[src/rtl/alu_seq_if.sv]
`default_nettype none
// ============================================================================
// Module  : alu_seq_if
// Brief   : Request/result bundle between the sequencer and alu_seq.
// Revision: 1.0 - initial release
// ============================================================================
interface alu_seq_if #(
   parameter int WIDTH = 16
);
   logic             start;
   logic [3:0]       aluc;
   logic [WIDTH-1:0] a;
   logic [WIDTH-1:0] b;
   logic [WIDTH-1:0] z;
   logic             cy_out;
   logic             zf;
   logic             busy;
   logic             done;

   modport master (
      output start, aluc, a, b,
      input  z, cy_out, zf, busy, done
   );

   modport slave (
      input  start, aluc, a, b,
      output z, cy_out, zf, busy, done
   );
endinterface
`default_nettype wire

[src/rtl/alu_seq.sv]
`default_nettype none
// ============================================================================
// Module  : alu_seq
// Brief   : Registered ALU with carry state and one-bit-per-cycle shifts.
// Revision: 1.0 - initial release
// ============================================================================
module alu_seq #(
   parameter int WIDTH = 16,
   parameter int SHW   = $clog2(WIDTH)
) (
   input  wire logic  clk,
   input  wire logic  reset,
   alu_seq_if.slave   bus
);

   typedef enum logic [0:0] {
      S_IDLE  = 1'b0,
      S_SHIFT = 1'b1
   } state_t;

   localparam logic [3:0] c_OP_PASSA = 4'b0000;
   localparam logic [3:0] c_OP_PASSB = 4'b0001;
   localparam logic [3:0] c_OP_NOTA  = 4'b0010;
   localparam logic [3:0] c_OP_NOTB  = 4'b0011;
   localparam logic [3:0] c_OP_ADD   = 4'b0100;
   localparam logic [3:0] c_OP_ADC   = 4'b0101;
   localparam logic [3:0] c_OP_OR    = 4'b0110;
   localparam logic [3:0] c_OP_AND   = 4'b0111;
   localparam logic [3:0] c_OP_ZERO  = 4'b1000;
   localparam logic [3:0] c_OP_ONE   = 4'b1001;
   localparam logic [3:0] c_OP_ONES  = 4'b1010;
   localparam logic [3:0] c_OP_CLC   = 4'b1011;
   localparam logic [3:0] c_OP_SEC   = 4'b1100;
   localparam logic [3:0] c_OP_SUB   = 4'b1101;
   localparam logic [3:0] c_OP_SHL   = 4'b1110;
   localparam logic [3:0] c_OP_SHR   = 4'b1111;

   localparam logic [SHW-1:0]   c_CNT_ONE = SHW'(1);
   localparam logic [WIDTH-1:0] c_ONE     = WIDTH'(1);

   // Registered state
   state_t           r_state;
   logic [WIDTH-1:0] r_z;
   logic             r_cy;
   logic             r_zf;
   logic             r_done;
   logic [SHW-1:0]   r_cnt;
   logic [WIDTH-1:0] r_work;
   logic             r_dir;

   // Next-state values
   state_t           w_state_nxt;
   logic [WIDTH-1:0] w_z_nxt;
   logic             w_cy_nxt;
   logic             w_zf_nxt;
   logic             w_done_nxt;
   logic [SHW-1:0]   w_cnt_nxt;
   logic [WIDTH-1:0] w_work_nxt;
   logic             w_dir_nxt;

   // Datapath
   logic [WIDTH-1:0] w_res;
   logic             w_wr_z;
   logic [SHW-1:0]   w_k;
   logic [WIDTH-1:0] w_add_b;
   logic             w_add_ci;
   logic [WIDTH:0]   w_sum;
   logic [WIDTH-1:0] w_sh_src;
   logic             w_sh_dir;
   logic [WIDTH-1:0] w_sh_res;
   logic             w_sh_out;

   assign w_k = bus.b[SHW-1:0];

   // ADD, ADC and SUB share one adder; SUB is a + ~b + 1.
   always_comb begin
      w_add_b  = bus.b;
      w_add_ci = 1'b0;
      if (bus.aluc == c_OP_SUB) begin
         w_add_b  = ~bus.b;
         w_add_ci = 1'b1;
      end else if (bus.aluc == c_OP_ADC) begin
         w_add_ci = r_cy;
      end
      w_sum = {1'b0, bus.a} + {1'b0, w_add_b} + {{WIDTH{1'b0}}, w_add_ci};
   end

   // The first shift step happens on the accepting edge, straight from operand A.
   always_comb begin
      w_sh_src = (r_state == S_IDLE) ? bus.a : r_work;
      w_sh_dir = (r_state == S_IDLE) ? bus.aluc[0] : r_dir;
      if (w_sh_dir) begin
         w_sh_res = {1'b0, w_sh_src[WIDTH-1:1]};
         w_sh_out = w_sh_src[0];
      end else begin
         w_sh_res = {w_sh_src[WIDTH-2:0], 1'b0};
         w_sh_out = w_sh_src[WIDTH-1];
      end
   end

   always_comb begin
      w_state_nxt = r_state;
      w_z_nxt     = r_z;
      w_cy_nxt    = r_cy;
      w_zf_nxt    = r_zf;
      w_done_nxt  = 1'b0;
      w_cnt_nxt   = r_cnt;
      w_work_nxt  = r_work;
      w_dir_nxt   = r_dir;
      w_res       = '0;
      w_wr_z      = 1'b0;

      case (r_state)
         S_IDLE: begin
            if (bus.start) begin
               w_done_nxt = 1'b1;
               case (bus.aluc)
                  c_OP_PASSA: begin w_res = bus.a;  w_wr_z = 1'b1; end
                  c_OP_PASSB: begin w_res = bus.b;  w_wr_z = 1'b1; end
                  c_OP_NOTA:  begin w_res = ~bus.a; w_wr_z = 1'b1; end
                  c_OP_NOTB:  begin w_res = ~bus.b; w_wr_z = 1'b1; end
                  c_OP_ADD, c_OP_ADC, c_OP_SUB: begin
                     w_res    = w_sum[WIDTH-1:0];
                     w_cy_nxt = w_sum[WIDTH];
                     w_wr_z   = 1'b1;
                  end
                  c_OP_OR:   begin w_res = bus.a | bus.b; w_wr_z = 1'b1; end
                  c_OP_AND:  begin w_res = bus.a & bus.b; w_wr_z = 1'b1; end
                  c_OP_ZERO: begin w_res = '0;    w_wr_z = 1'b1; end
                  c_OP_ONE:  begin w_res = c_ONE; w_wr_z = 1'b1; end
                  c_OP_ONES: begin w_res = '1;    w_wr_z = 1'b1; end
                  c_OP_CLC:  w_cy_nxt = 1'b0;
                  c_OP_SEC:  w_cy_nxt = 1'b1;
                  c_OP_SHL, c_OP_SHR: begin
                     if (w_k == '0) begin
                        w_res  = bus.a;
                        w_wr_z = 1'b1;
                     end else begin
                        w_cy_nxt = w_sh_out;
                        if (w_k == c_CNT_ONE) begin
                           w_res  = w_sh_res;
                           w_wr_z = 1'b1;
                        end else begin
                           // Multi-step: z keeps its old value until the last step.
                           w_work_nxt  = w_sh_res;
                           w_dir_nxt   = bus.aluc[0];
                           w_cnt_nxt   = w_k - c_CNT_ONE;
                           w_state_nxt = S_SHIFT;
                           w_done_nxt  = 1'b0;
                        end
                     end
                  end
                  default: ;
               endcase
            end
         end

         S_SHIFT: begin
            w_cy_nxt   = w_sh_out;
            w_work_nxt = w_sh_res;
            w_cnt_nxt  = r_cnt - c_CNT_ONE;
            if (r_cnt == c_CNT_ONE) begin
               w_res       = w_sh_res;
               w_wr_z      = 1'b1;
               w_done_nxt  = 1'b1;
               w_state_nxt = S_IDLE;
            end
         end

         default: w_state_nxt = S_IDLE;
      endcase

      if (w_wr_z) begin
         w_z_nxt  = w_res;
         w_zf_nxt = (w_res == '0);
      end
   end

   always_ff @(posedge clk) begin
      if (reset) begin
         r_state <= S_IDLE;
         r_z     <= '0;
         r_cy    <= 1'b0;
         r_zf    <= 1'b1;
         r_done  <= 1'b0;
         r_cnt   <= '0;
         r_work  <= '0;
         r_dir   <= 1'b0;
      end else begin
         r_state <= w_state_nxt;
         r_z     <= w_z_nxt;
         r_cy    <= w_cy_nxt;
         r_zf    <= w_zf_nxt;
         r_done  <= w_done_nxt;
         r_cnt   <= w_cnt_nxt;
         r_work  <= w_work_nxt;
         r_dir   <= w_dir_nxt;
      end
   end

   assign bus.z      = r_z;
   assign bus.cy_out = r_cy;
   assign bus.zf     = r_zf;
   assign bus.done   = r_done;
   assign bus.busy   = (r_state == S_SHIFT);

endmodule
`default_nettype wire

[src/flat_wrapper.sv]
// flat-port wrapper written by rule: the top's interface ports become plain ports
module alu_seq_flat 
#(
   parameter int WIDTH = 16,
   parameter int SHW   = $clog2(WIDTH)
)
  (clk, reset, bus_start, bus_aluc, bus_a, bus_b, bus_z, bus_cy_out, bus_zf, bus_busy, bus_done);
  alu_seq_if #(.WIDTH(WIDTH)) bus_i ();
  input  wire logic clk;
  input  wire logic reset;
  input wire logic [$bits(bus_i.start)-1:0] bus_start;
  input wire logic [$bits(bus_i.aluc)-1:0] bus_aluc;
  input wire logic [$bits(bus_i.a)-1:0] bus_a;
  input wire logic [$bits(bus_i.b)-1:0] bus_b;
  output wire logic [$bits(bus_i.z)-1:0] bus_z;
  output wire logic [$bits(bus_i.cy_out)-1:0] bus_cy_out;
  output wire logic [$bits(bus_i.zf)-1:0] bus_zf;
  output wire logic [$bits(bus_i.busy)-1:0] bus_busy;
  output wire logic [$bits(bus_i.done)-1:0] bus_done;
  assign bus_i.start = bus_start;
  assign bus_i.aluc = bus_aluc;
  assign bus_i.a = bus_a;
  assign bus_i.b = bus_b;
  assign bus_z = bus_i.z;
  assign bus_cy_out = bus_i.cy_out;
  assign bus_zf = bus_i.zf;
  assign bus_busy = bus_i.busy;
  assign bus_done = bus_i.done;
  alu_seq #(.WIDTH(WIDTH), .SHW(SHW)) u_core (.clk(clk), .reset(reset), .bus(bus_i));
endmodule
[config.mk]
export PLATFORM = sky130hd
export DESIGN_NAME = alu_seq_flat
export DESIGN_NICKNAME = d
export VERILOG_FILES = /design/src/rtl/alu_seq_if.sv /design/src/rtl/alu_seq.sv /design/src/flat_wrapper.sv
export SDC_FILE = /design/constraint.sdc
export NUM_CORES = 1
export LEC_CHECK = 0
export BUFFER_PORTS_ARGS = -buffer_cell sky130_fd_sc_hd__buf_2
export CAP_MARGIN = 20
export CORE_ASPECT_RATIO = 0.75
export CORE_MARGIN = 1.5
export CORE_UTILIZATION = 30
export DETAILED_ROUTE_END_ITERATION = 6
export PLACE_DENSITY = 0.53
export SKIP_LAST_GASP = 1
export SLEW_MARGIN = 0
export SYNTH_ARGS = -nofsm -noshare
export SYNTH_HDL_FRONTEND = slang
export SYNTH_SLANG_ARGS = --single-unit
export TNS_END_PERCENT = 30
[constraint.sdc]
create_clock -name clk -period 9.29 [get_ports clk]
set_clock_uncertainty 0.05 [all_clocks]
set_input_delay 0 -clock clk [delete_from_list [all_inputs] [get_ports clk]]
set_output_delay 0 -clock clk [all_outputs]
set_load 0.03 [all_outputs]
=== After elaboration in Yosys (flattened, before gate mapping) ===
Cells that the tools add are included.

* Register bits: 41
* Input port bits: 39
* Output and inout bits: 20
* Logic and storage cells: 93

* Add/subtract/negate cells: 4
* Equal/unequal tests: 23
* Multiplexer cells: 42
* Bitwise logic cells: 7
* Reductions and logical operators: 9

{| class="wikitable"
|+ Operator list
! cell !! count
|-
| two-way mux 16 bit || 11
|-
| case mux 16 bit (10 select lines) || 1
|-
| case mux 16 bit (2 select lines) || 2
|-
| == test 4 bit, second input constant || 8
|-
| NOT 16 bit || 2
|-
| adder 16 x 16 -> 17 bit || 1
|-
| adder 17 x 1 -> 17 bit || 1
|-
| two-way mux 1 bit || 17
|-
| AND 16 bit || 1
|-
| == test 4 x 3 -> 1 bit, second input constant || 4
|-
| logical NOT 16 bit || 1
|-
| two-way mux 4 bit || 4
|-
| OR 16 bit || 1
|-
| == test 4 x 1 -> 1 bit, second input constant || 3
|-
| OR reduction 12 bit || 1
|-
| case mux 1 bit (2 select lines) || 5
|-
| == test 4 x 2 -> 1 bit, second input constant || 2
|-
| logical NOT 4 bit || 2
|-
| != test 2 bit, second input constant || 4
|-
| case mux 4 bit (2 select lines) || 1
|-
| subtractor 4 x 1 -> 4 bit, second input constant || 2
|-
| != test 5 bit, second input constant || 1
|-
| AND reduction 5 bit || 1
|-
| case mux 1 bit (4 select lines) || 1
|-
| other kinds (6) || 8
|}

=== Longest topological paths before layout ===
Gate-level depths: netlist of run 1.

* Word-level depth: 8
* Depth in mapped cells: 18
* Mapped depth without buffers: 15

=== Worst setup path after synthesis of run 1 ===
OpenSTA, ideal clock, no wires.

* Kind: in2reg
* From: input port bus_aluc[3]
* To: register u_core.r_zf, in the netlist u_core.bus.zf
* Setup time: 96 ps
* Arrival: 3882 ps
* Required time: 9144 ps
* Slack: 5263 ps
* Stages on the path: 17
* Buffers on the path: 4
* Path through: buf_2 buf_1 buf_1 nand3_1 buf_2 xnor2_1 fa_1 fa_1 xnor2_1 a21oi_1 a311o_1 a22o_1 a221oi_1 o211ai_1 nor4_1 nand3_1 o41ai_2

* Cells in the longest elaborated chain, start to end: 8
* Elaborated cells on any way between the ends: 29
* Those cells by class: add/sub: 2; eq/ne: 13; mux: 9; reduce/logical: 5

{| class="wikitable"
|+ Ends and longest elaborated chain
! element !! RTL line !! RTL
|-
| from (decl) || flat_wrapper.sv:12 || <nowiki>input wire logic [$bits(bus_i.aluc)-1:0] bus_aluc;</nowiki>
|-
| == test 4 bit / == test 4 x 3 -> 1 bit (equally long branches) || alu_seq.sv:79, alu_seq.sv:117, alu_seq.sv:82 ||
|-
| two-way mux 16 bit / two-way mux 1 bit (equally long branches) || alu_seq.sv:79, alu_seq.sv:82 ||
|-
| adder 16 x 16 -> 17 bit / two-way mux 1 bit (equally long branches) || alu_seq.sv:85, alu_seq.sv:79 ||
|-
| adder 17 x 1 -> 17 bit || alu_seq.sv:85 || <nowiki>w_sum = {1'b0, bus.a} + {1'b0, w_add_b} + {{WIDTH{1'b0}}, w_add_ci};</nowiki>
|-
| case mux 16 bit (10 select lines) || alu_seq.sv:117 || <nowiki>case (bus.aluc)</nowiki>
|-
| two-way mux 16 bit || alu_seq.sv:115 || <nowiki>if (bus.start) begin</nowiki>
|-
| case mux 16 bit (2 select lines) || alu_seq.sv:113 || <nowiki>case (r_state)</nowiki>
|-
| logical NOT 16 bit || alu_seq.sv:175 || <nowiki>w_zf_nxt = (w_res == '0);</nowiki>
|-
| to (signal assigned) || alu_seq.sv:193 || <nowiki>r_zf <= w_zf_nxt;</nowiki>
|-
| to (decl) || alu_seq.sv:45 || <nowiki>logic r_zf;</nowiki>
|}

Parallel ways exist; a longest one is shown, timed or not.
A chain may end at the register's enable or synchronous reset.

=== Worst setup path in the final report of run 1 ===
* From: input port bus_aluc[2]
* To: register u_core.r_zf, in the netlist u_core.bus.zf

Same word-level chain as after synthesis.

==> results of run 1 <==
worst reg2reg max path, stage by stage (launching register included):
cell and delay [ns]:
dfxtp_1 0.34, nor2_1 0.14, nor3_1 0.08, fa_1 0.45
fa_1 0.45, xnor2_1 0.17, a21oi_1 0.05, a311o_1 0.32
a22o_1 0.20, a221oi_1 0.33, o211ai_1 0.23, nor4_1 0.23
nand3_1 0.13, o41ai_2 0.22
logic make-up (layout without fill, tap and decap cells):
family	count (synthesis)	count (layout)	synth area share
and+or+nand+nor	240	240	0.231
AOI/OAI and AO/OA	217	217	0.313
buffers and inverters	65	86	0.0700
xor gates and xnor gates	42	42	0.0788
DFF	41	41	0.176
muxes	32	32	0.0697
adders and majority gates	22	22	0.0622
through the flow:
stage | hold WS [ns] | setup slack (ns)
6_report | 0.204 | 5.09
5_1_grt | 0.227 | 4.81
4_1_cts | 0.188 | 5.19
3_5_place_dp | 0.393 | 4.91
3_3_place_gp | 0.388 | 5.01
2_1_floorplan | 0.204 | 5.26
area by class of cell:
type,instances,area [um^2],area share
clock buffer,7,143,0.0277
clock inverter,1,30.0,0.00582
inverter,14,52.6,0.0102
multi-input combinational,553,3520,0.682
sequential,41,821,0.159
tap,205,256,0.0497
timing repair buffer,64,335,0.0650
Yosys cell counts, types with 13 or more instances:
library cell,n
nand2_1,90
nor2_1,72
a21oi_1,63
dfxtp_1,41
o21ai_0,38
mux2i_1,28
xnor2_1,27
buf_2,21
ha_1,20
nand3_1,18
a211oi_1,17
clkbuf_1,16
nor2b_1,15
xor2_1,15
a22oi_1,13
layer usage:
| layer | GRT usage | wire, um |
|---|---|---|
| met1 | 0.315 | 8220 |
| met2 | 0.311 | 7190 |
| met3 | 0.0535 | 1660 |
| met4 | 0.0413 | 206 |
| met5 | 0 | 0 |
power by group through the flow:
stage          Combinational, W  Clock, W  Sequential [W]
2_1_floorplan          0.000163         0        0.000210
3_3_place_gp           0.000247         0        0.000199
3_5_place_dp           0.000248         0        0.000199
4_1_cts                0.000250  0.000211        0.000195
5_1_grt                0.000278  0.000219        0.000197
6_report               0.000254  0.000206        0.000196
state kept, by name, indices dropped and copies added (netlist names):
signal / cells
u_core.bus.busy: 1
u_core.bus.cy_out: 1
u_core.bus.done: 1
u_core.bus.z: 16
u_core.bus.zf: 1
u_core.r_cnt: 4
u_core.r_dir: 1
u_core.r_work: 16
worst max-delay path by stage:
| stage | from | to | slack, ns | cells past startpoint |
|---|---|---|---|---|
| after floorplan | bus_aluc[3] | u_core.bus.zf$_SDFFE_PP1P_ | 5.26 | 17 |
| after global placement | bus_aluc[2] | u_core.bus.zf$_SDFFE_PP1P_ | 5.01 | 17 |
| after detailed placement | bus_aluc[2] | u_core.bus.zf$_SDFFE_PP1P_ | 4.91 | 17 |
| after CTS | bus_aluc[2] | u_core.bus.zf$_SDFFE_PP1P_ | 5.19 | 17 |
| after global routing | bus_aluc[2] | u_core.bus.cy_out$_SDFFE_PP0P_ | 4.81 | 17 |
| final | bus_aluc[2] | u_core.bus.zf$_SDFFE_PP1P_ | 5.09 | 17 |
==> results.md, run 1 <==
- CP max stage delay: about 0.45 ns
- Vias in the first global route: ~4900
- Synth top area share: 0.176
- Int Pwr: 0.000411 W
- CTS Hold Bufs: 0
- Fin util: 0.339
- Worst setup EP type: register
- Placed Cells: ~880
- Antenna diodes: 0
- Unrepaired setup endpoints after global routing: no
- Post-synth EDFFs: 0
- Clock Latency Late Sink: just under 0.3 ns
- Final min period: 4.20 ns
- Worst Min Path Start: bus_start
- Buffers added on ports: 58
- Crit path max-delay family: compound AO/OA/AOI/OAI gates
- Overflow after GRT: 0
- DR vias/cell: 5.88
- TritonRoute pass-1 iters: 7
- Buf/Inv on CP: 3
- Std cell rows: 39
- Placement Cell Area: around 5000 um^2
- FF+latch count, synth: ~40
- Final Max Slew Viols: 0
- Initial antenna violation count: 0
- Final Hold Vio Count: 0
- CP max stage cell: fa_1
- Worst-case vdd ir drop: ~0.073 mV
- Sequential power share: 0.298
- Num ports: slightly below 60
- Nets@finish: 740
- Failing checks: design-rule violations
- Horiz. Die Dim: approximately 150 um
- Clock power share: 0.314
- Switching Share: 0.373
- Area Overhead vs Synth: 10.5%
- CP Max Fanout: 27
- Initial drt markers: 663
- Crit-path cells: buf_2 > clkinv_1 > nor2_1 > nand3_1 > buf_4 > xnor2_1 > fa_1 > fa_1 > xnor2_1 > a21oi_1 > a311o_1 > a22o_1 > a221oi_1 > o211ai_1 > nor4_1 > nand3_1 > o41ai_2
- Fmax: 238 MHz
- Switch Pwr: roughly 0.00024 W
- DPL Wire Length: about 13000 um
- Clock sink count: 41
- Critical Path RT: roughly 9.4 ns
- Layout cell share with drive strength beyond 1: 0.118
- Cells after Synth: 659
- Synth warn: 0
- HP Class: primary input to register
- CTS H-tree depth: 2
- Cell area after synthesis: around 4700 um^2
- GP Congestion: between 0.9 and 1
- Least-Margin Pin Slew: 1.04 ns
- RR Endpoint: u_core.bus.zf$_SDFFE_PP1P_
- Commonest cells after routing, fill and taps aside: nand2_1 (90), nor2_1 (72), a21oi_1 (63)
- Clock Tree Buf Depth: 2
- Max_slew headroom: 0.303
- Drt total wl: around 17000 um
- DRC viols: 2
- Tot Pwr: about 0.00066 W
- Critical path class: primary input to register
- Die height: 111 um
- Largest net degree at the start of global routing: 79
- Layout Cells excl Fill: between 800 and 900
- Cell area after layout: ~5200 um^2
- Final setup fails: 0
- Final Cycle Share: 0.452
- First-pass GRT wire length: ~27000 um
- CTS buffer count: 5
- Routed WL per cell: a little under 20 um
- Synth area leader: dfxtp_1
- Power Dens Cells: between 100 and 150 nW/um^2
- Top FF cell, synth: dfxtp_1
- Die ar.: between 15000 and 20000 um^2
- Max-cap violations: 0
- Flop-to-flop setup slack: slightly below 6 ns
- Post-synth ARST share: 0
- Post-cts resize count: 0
- Core area: about 15000 um^2
- Dominant cells by area after synthesis: dfxtp_1 (18%), nand2_1 (7.2%), a21oi_1 (6.8%)
- Final ANT Viol Nets: 0
- Clock-pin slew on the worst setup and hold paths: around 0.06 ns
- Post-CTS Setup Inserts: 0
- Clock root cell: clkbuf_16
- Mapped Nets: between 700 and 800
- Sequential share of the synthesized area: 0.176
- Commonest non-fill, non-tap cell in the layout: nand2_1
- Setup TNS: 0 ns
- Static Leak: approximately 2 nW
- Syn avg cell area: 7.08 um^2
- TritonCTS clock tree: done
- Worst Hold Depth: 5
- Tot GR Track Use: 0.213
- Via count: roughly 5200
- Worst endpoint data arrival time: roughly 4.3 ns
- Synth unique cells: 63
- Worst setup SP type: primary input
- Worst r2r src: u_core.bus.cy_out$_SDFFE_PP0P_
- Hold Crit Endpoint: u_core.bus.cy_out$_SDFFE_PP0P_
- Initial Util: 0.306
- Status: finished, violations left
- Worst r2r path cells: 13
- Comb pwr share: 0.387
- # fillers: 1693
No activity file was read; power rests on OpenSTA's default activity.
==> run 2: changes to the inputs <==
- clock period: 9.29 -> 4.35 ns (I/O delays scaled with it)
==> run 2 against run 1 <==
  * Setup slack got worse by 4.1 ns
  * Final area rose by 1.2%
  * Sequential cell count is the same
  * The flow still finishes with violations (design-rule violations)
  * Largest cell class unchanged
  * Die area unchanged
  * Critical path depth down 4
==> results.md, run 2 (synthesized netlist as in run 1, its figures left out) <==
- Status: finished, violations left
- Failing checks: design-rule violations
- Worst setup EP type: register
- CP max stage delay: 0.44 ns
- Max_slew headroom: 0.321
- CTS H-tree depth: 2
- CTS Hold Bufs: 0
- Power Dens Cells: 267 nW/um^2
- Die height: 111 um
- Crit path max-delay family: compound AO/OA/AOI/OAI gates
- Crit path to: u_core.bus.cy_out$_SDFFE_PP0P_
- # fillers: 1674
- Least-Margin Pin Slew: around 1.0 ns
- Nets@finish: about 750
- Area Overhead vs Synth: 11.9%
- Setup TNS: 0 ns
- Tot GR Track Use: 0.213
- Multi-input logic area: around 3500 um^2
- Final setup fails: 0
- Buf/Inv on CP: 0
- Max-cap violations: 0
- Fmax: 297 MHz
- Final min period: ~3.4 ns
- Cell depth of the worst setup path: 13
- Worst Min Path Start: bus_start
- CTS buffer count: 5
- First-pass GRT wire length: approximately 28000 um
- Unrepaired setup endpoints after global routing: no
- Vias in the first global route: roughly 4800
- Worst-case vdd ir drop: around 0.17 mV
- Storage cell area: 821 um^2
- Commonest non-fill, non-tap cell in the layout: nand2_1
- Clock Latency Late Sink: 0.29 ns
- Critical path class: register to register
- Static Leak: roughly 2.1 nW
- DRC viols: 8
- Worst setup SP type: register
- CP Launch Point: u_core.bus.cy_out$_SDFFE_PP0P_
- Layout cell share with drive strength beyond 1: 0.129
- Crit-path cells: nor2_1 > nor3_1 > fa_1 > fa_1 > nand3_1 > a211oi_1 > o21ai_0 > a21oi_1 > a211o_1 > a21o_1 > a211o_1 > a221oi_1 > o32ai_1
- RR Endpoint: u_core.bus.cy_out$_SDFFE_PP0P_
- Routed WL per cell: between 15 and 20 um
- DPL Wire Length: 13200 um
- Initial Util: 0.306
- Final Max Slew Viols: 0
- Initial drt markers: 630
- Commonest cells after routing, fill and taps aside: nand2_1 (90), nor2_1 (72), a21oi_1 (63)
- Std cell rows: 39
- DR vias/cell: between 5 and 6
- Worst r2r src: u_core.bus.cy_out$_SDFFE_PP0P_
- Final Hold Vio Count: 0
- Worst endpoint data arrival time: roughly 3.5 ns
- Clock root cell: clkbuf_16
- Num ports: 59
- CP Max Fanout: 3
- Via count: approximately 5200
- Final Cycle Share: 0.774
- TritonCTS clock tree: done
- Post-CTS Setup Inserts: 0
- Core area: between 15000 and 20000 um^2
- Die ar.: 16300 um^2
- Buffers added on ports: 58
- Clock Tree Buf Depth: 2
- Post-cts resize count: 0
- Final ANT Viol Nets: 0
- Flop-to-flop setup slack: roughly 1 ns
- Initial antenna violation count: 0
- TritonRoute pass-1 iters: 7
- Overflow after GRT: 0
- Drt total wl: 17400 um
- Critical Path RT: roughly 4.4 ns
- CP max stage cell: fa_1
- GP Congestion: roughly 0.94
- Clock-pin slew on the worst setup and hold paths: 0.06 ns
- Fin util: 0.343
- Antenna diodes: 0
- HP Class: primary input to register
- Horiz. Die Dim: approximately 150 um
- Clock sink count: 41
- Worst r2r path cells: 13
- Largest net degree at the start of global routing: 43
run 2: changes by cell type in the layout (fill, tap and decap cells not counted), sizes merged:
cell    change
buf         +9
clkbuf      -1
clkinv      +1
run 2: how the worst min path moves through the flow:
stage	to	slack, ns	cells after the start
2_1_floorplan	u_core.bus.z[14]$_SDFFE_PP0P_	0.20	2
3_3_place_gp	bus_done	0.39	1
3_5_place_dp	bus_done	0.40	1
4_1_cts	u_core.r_cnt[0]$_SDFFE_PP0P_	0.14	4
5_1_grt	u_core.r_cnt[0]$_SDFFE_PP0P_	0.23	4
6_report	u_core.r_cnt[0]$_SDFFE_PP0P_	0.15	4
run 2: power breakdown:
part           switching, W  internal (W)  total, W
logic              0.000349      0.000198  0.000547
clock network      0.000158      0.000272  0.000430
registers         0.0000190      0.000399  0.000418
total              0.000526      0.000869   0.00139
run 2: per-stage QoR:
stage          worst slack [ns]  cells  hold WS (ns)  total power [W]  cell area, um^2
2_1_floorplan             0.323    659         0.204         0.000796             4670
3_3_place_gp              0.832    886         0.389         0.000956             5050
3_5_place_dp              0.813    886         0.395         0.000958             5050
4_1_cts                    1.03    894         0.142          0.00139             5220
5_1_grt                   0.784    894         0.232          0.00147             5220
6_report                  0.983    894         0.146          0.00139             5220
run 2: per-layer routing:
layer / global-route usage / wire (um)
met4: 0.0313 / 163
met3: 0.0333 / 1400
met5: 0 / 0
met1: 0.325 / 8480
met2: 0.316 / 7330
run 2: worst reg2reg max path: stages (launching register included):
cell and delay (ns):
dfxtp_1 0.32, nor2_1 0.10, nor3_1 0.07, fa_1 0.44
fa_1 0.44, nand3_1 0.12, a211oi_1 0.11, o21ai_0 0.21
a21oi_1 0.12, a211o_1 0.30, a21o_1 0.24, a211o_1 0.31
a221oi_1 0.28, o32ai_1 0.11
run 2: cell type report:
type | count | area share
inverter | 14 | 0.0101
clock inverter | 2 | 0.00743
clock buffer | 6 | 0.0247
sequential | 41 | 0.157
timing repair buffer | 73 | 0.0772
multi-input combinational | 553 | 0.674
tap | 205 | 0.0491
==> run 3: changes to the inputs <==
- PLACE_DENSITY: 0.53 -> 0.54
- clock period: 4.35 -> 2.9 ns (I/O delays scaled with it)
==> run 3 against run 2 <==
  * The flow finishes with violations (design-rule violations, negative setup slack)
  * Final area is 9.3% higher
  * Critical path type unchanged
  * Highest routed layer unchanged
  * First-iteration DRC count decreased by 24%
  * Final cell count is 5.7% higher
  * Largest power group unchanged
==> results.md, run 3 (synthesized netlist as in run 1, its figures left out) <==
- Max-cap violations: 0
- Final setup fails: 3
- CP max stage delay: ~0.40 ns
- Overflow after GRT: 0
- Worst Hold Depth: 4
- CTS H-tree depth: 2
- Switch Pwr: around 0.00083 W
- Worst-case vdd ir drop: around 0.29 mV
- Final Cycle Share: 1.10
- Critical Path RT: a little over 3 ns
- Comb pwr share: 0.405
- Failing checks: design-rule violations, negative setup slack
- Clock Latency Late Sink: 0.29 ns
- Initial antenna violation count: 0
- Final ANT Viol Nets: 0
- TritonCTS clock tree: done
- GP Congestion: about 0.94
- Initial Util: 0.306
- Final Hold Vio Count: 0
- Post-CTS Setup Inserts: 0
- Clock Tree Buf Depth: 2
- Vias in the first global route: 5138
- Layout Cells excl Fill: around 950
- Die ar.: 16300 um^2
- Fmax: roughly 310 MHz
- Clock sink count: 41
- Sequential power share: 0.270
- Critical path class: register to register
- Clock power share: 0.325
- Std cell rows: 39
- Crit path to: u_core.bus.zf$_SDFFE_PP1P_
- Core area: roughly 15000 um^2
- Status: finished, violations left
- CP max stage cell: fa_2
- Via count: about 5400
- Largest net degree at the start of global routing: 43
- Final Max Slew Viols: 0
- Horiz. Die Dim: approximately 150 um
- Final min period: ~3.2 ns
- CP Max Fanout: 2
- Static Leak: approximately 2.4 nW
- Commonest non-fill, non-tap cell in the layout: nand2_1
- Unrepaired setup endpoints after global routing: yes
- HP Class: primary input to register
- Min setup slack post-route: -0.298 ns
- Commonest cells after routing, fill and taps aside: nand2_1 (90), nor2_1 (71), buf_4 (66)
- Switching Share: 0.361
- DRC viols: 4
- Tot GR Track Use: 0.221
- Max_slew headroom: 0.283
- TritonRoute pass-1 iters: 7
- Least-Margin Pin Slew: ~1.1 ns
- Worst r2r src: u_core.bus.cy_out$_SDFFE_PP0P_
- Storage cell area: 821 um^2
- RR Endpoint: u_core.bus.zf$_SDFFE_PP1P_
- Initial drt markers: 480
- Num ports: about 60
- Clock-pin slew on the worst setup and hold paths: approximately 0.070 ns
- Placed Cells: about 940
- Layout cell share with drive strength beyond 1: 0.205
- DR vias/cell: ~5.7
- Buffers added on ports: between 50 and 60
- Routed WL per cell: about 19 um
- Flop-to-flop setup slack: -0.30 ns
- Multi-input logic area: about 3600 um^2
- First-pass GRT wire length: about 29000 um
- CTS buffer count: 5
- DPL Wire Length: 13800 um
- Worst setup EP type: register
- Crit-path cells: nor2_1 > nor3_1 > fa_2 > fa_2 > xnor2_1 > a21oi_1 > a311o_1 > a22o_1 > a221oi_4 > o211ai_1 > nor4_1 > nand3_1 > o41ai_2
- CP Launch Point: u_core.bus.cy_out$_SDFFE_PP0P_
- # fillers: roughly 1700
- CTS Hold Bufs: 0
- Die height: about 110 um
- Worst endpoint data arrival time: between 3 and 4 ns
- Dpl ws: -0.286 ns
- Worst setup SP type: register
- Clock root cell: clkbuf_16
- Cell repeated most along the worst path: fa_2
- Area Overhead vs Synth: 22.3%
- Antenna diodes: 0
- Power Dens Cells: roughly 400 nW/um^2
- Int Pwr: 0.00147 W
- Tot Pwr: 0.00231 W
- Nets@finish: 800
- Drt total wl: between 15000 and 20000 um
- Worst r2r path cells: 13
-- run 3: cell count changes in the layout (fill, tap and decap cells not counted), moves of 2 or more --
cell      previous run  this run
fa_2                 0         2
nand3_1             18        16
a211oi_2             0         2
fa_1                 2         0
a211oi_1            17        15
buf_4               15        66
a221oi_1             7         5
-- run 3: critical path: cells and delay by family (launching register included) --
family          cells  cell delay (ns)
fa+ha+maj           2             0.79
simple gates        4             0.52
xor+xnor            1             0.19
flops               1             0.31
compound gates      6             1.24
-- run 3: layer usage --
layer,GRT usage,vias to the layer above,routed length (um)
li1,-,2569,-
met1,0.335,2601,8940
met2,0.325,218,7410
met3,0.0370,17,1320
met4,0.0467,0,214
met5,0,-,0
-- run 3: power by group through the flow --
stage | registers (W) | logic (W) | clock network (W)
2_1_floorplan | 0.000672 | 0.000541 | 0
3_5_place_dp | 0.000634 | 0.000912 | 0
4_1_cts | 0.000622 | 0.000919 | 0.000765
5_1_grt | 0.000626 | 0.00102 | 0.000784
3_3_place_gp | 0.000633 | 0.000906 | 0
6_report | 0.000622 | 0.000935 | 0.000751
-- run 3: what timing repair did --
action | 4_1_cts | 5_1_grt
endpoints found under the hold margin | 0 | 0
resized for setup | 0 | 1
setup endpoints to repair | 3 | 6
-- run 3: cell type report --
class / instances / area share
inverter: 14 / 0.0101
sequential: 41 / 0.144
clock buffer: 5 / 0.0219
multi-input combinational: 553 / 0.629
tap: 205 / 0.0450
timing repair buffer: 124 / 0.138
clock inverter: 3 / 0.0121
-- run 3: worst min path at each step --
stage                               startpoint                             end
floorplan                                reset   u_core.bus.z[14]$_SDFFE_PP0P_
finish                               bus_start  u_core.bus.cy_out$_SDFFE_PP0P_
global placement    u_core.bus.done$_SDFF_PP0_                        bus_done
detailed placement  u_core.bus.done$_SDFF_PP0_                        bus_done
CTS                                  bus_start  u_core.bus.cy_out$_SDFFE_PP0P_
global route                         bus_start       u_core.r_dir$_SDFFE_PP0P_
-- run 3: stage by stage --
stage / cell area, um^2 / utilization / setup TNS [ns] / hold WS, ns
2_1_floorplan: 4780 / - / -0.791 / 0.204
3_3_place_gp: 5490 / 0.361 / -0.654 / 0.389
3_5_place_dp: 5500 / 0.361 / -0.800 / 0.393
4_1_cts: 5690 / 0.374 / -0.657 / 0.199
5_1_grt: 5700 / 0.375 / -1.30 / 0.240
6_report: 5700 / 0.375 / -0.728 / 0.208
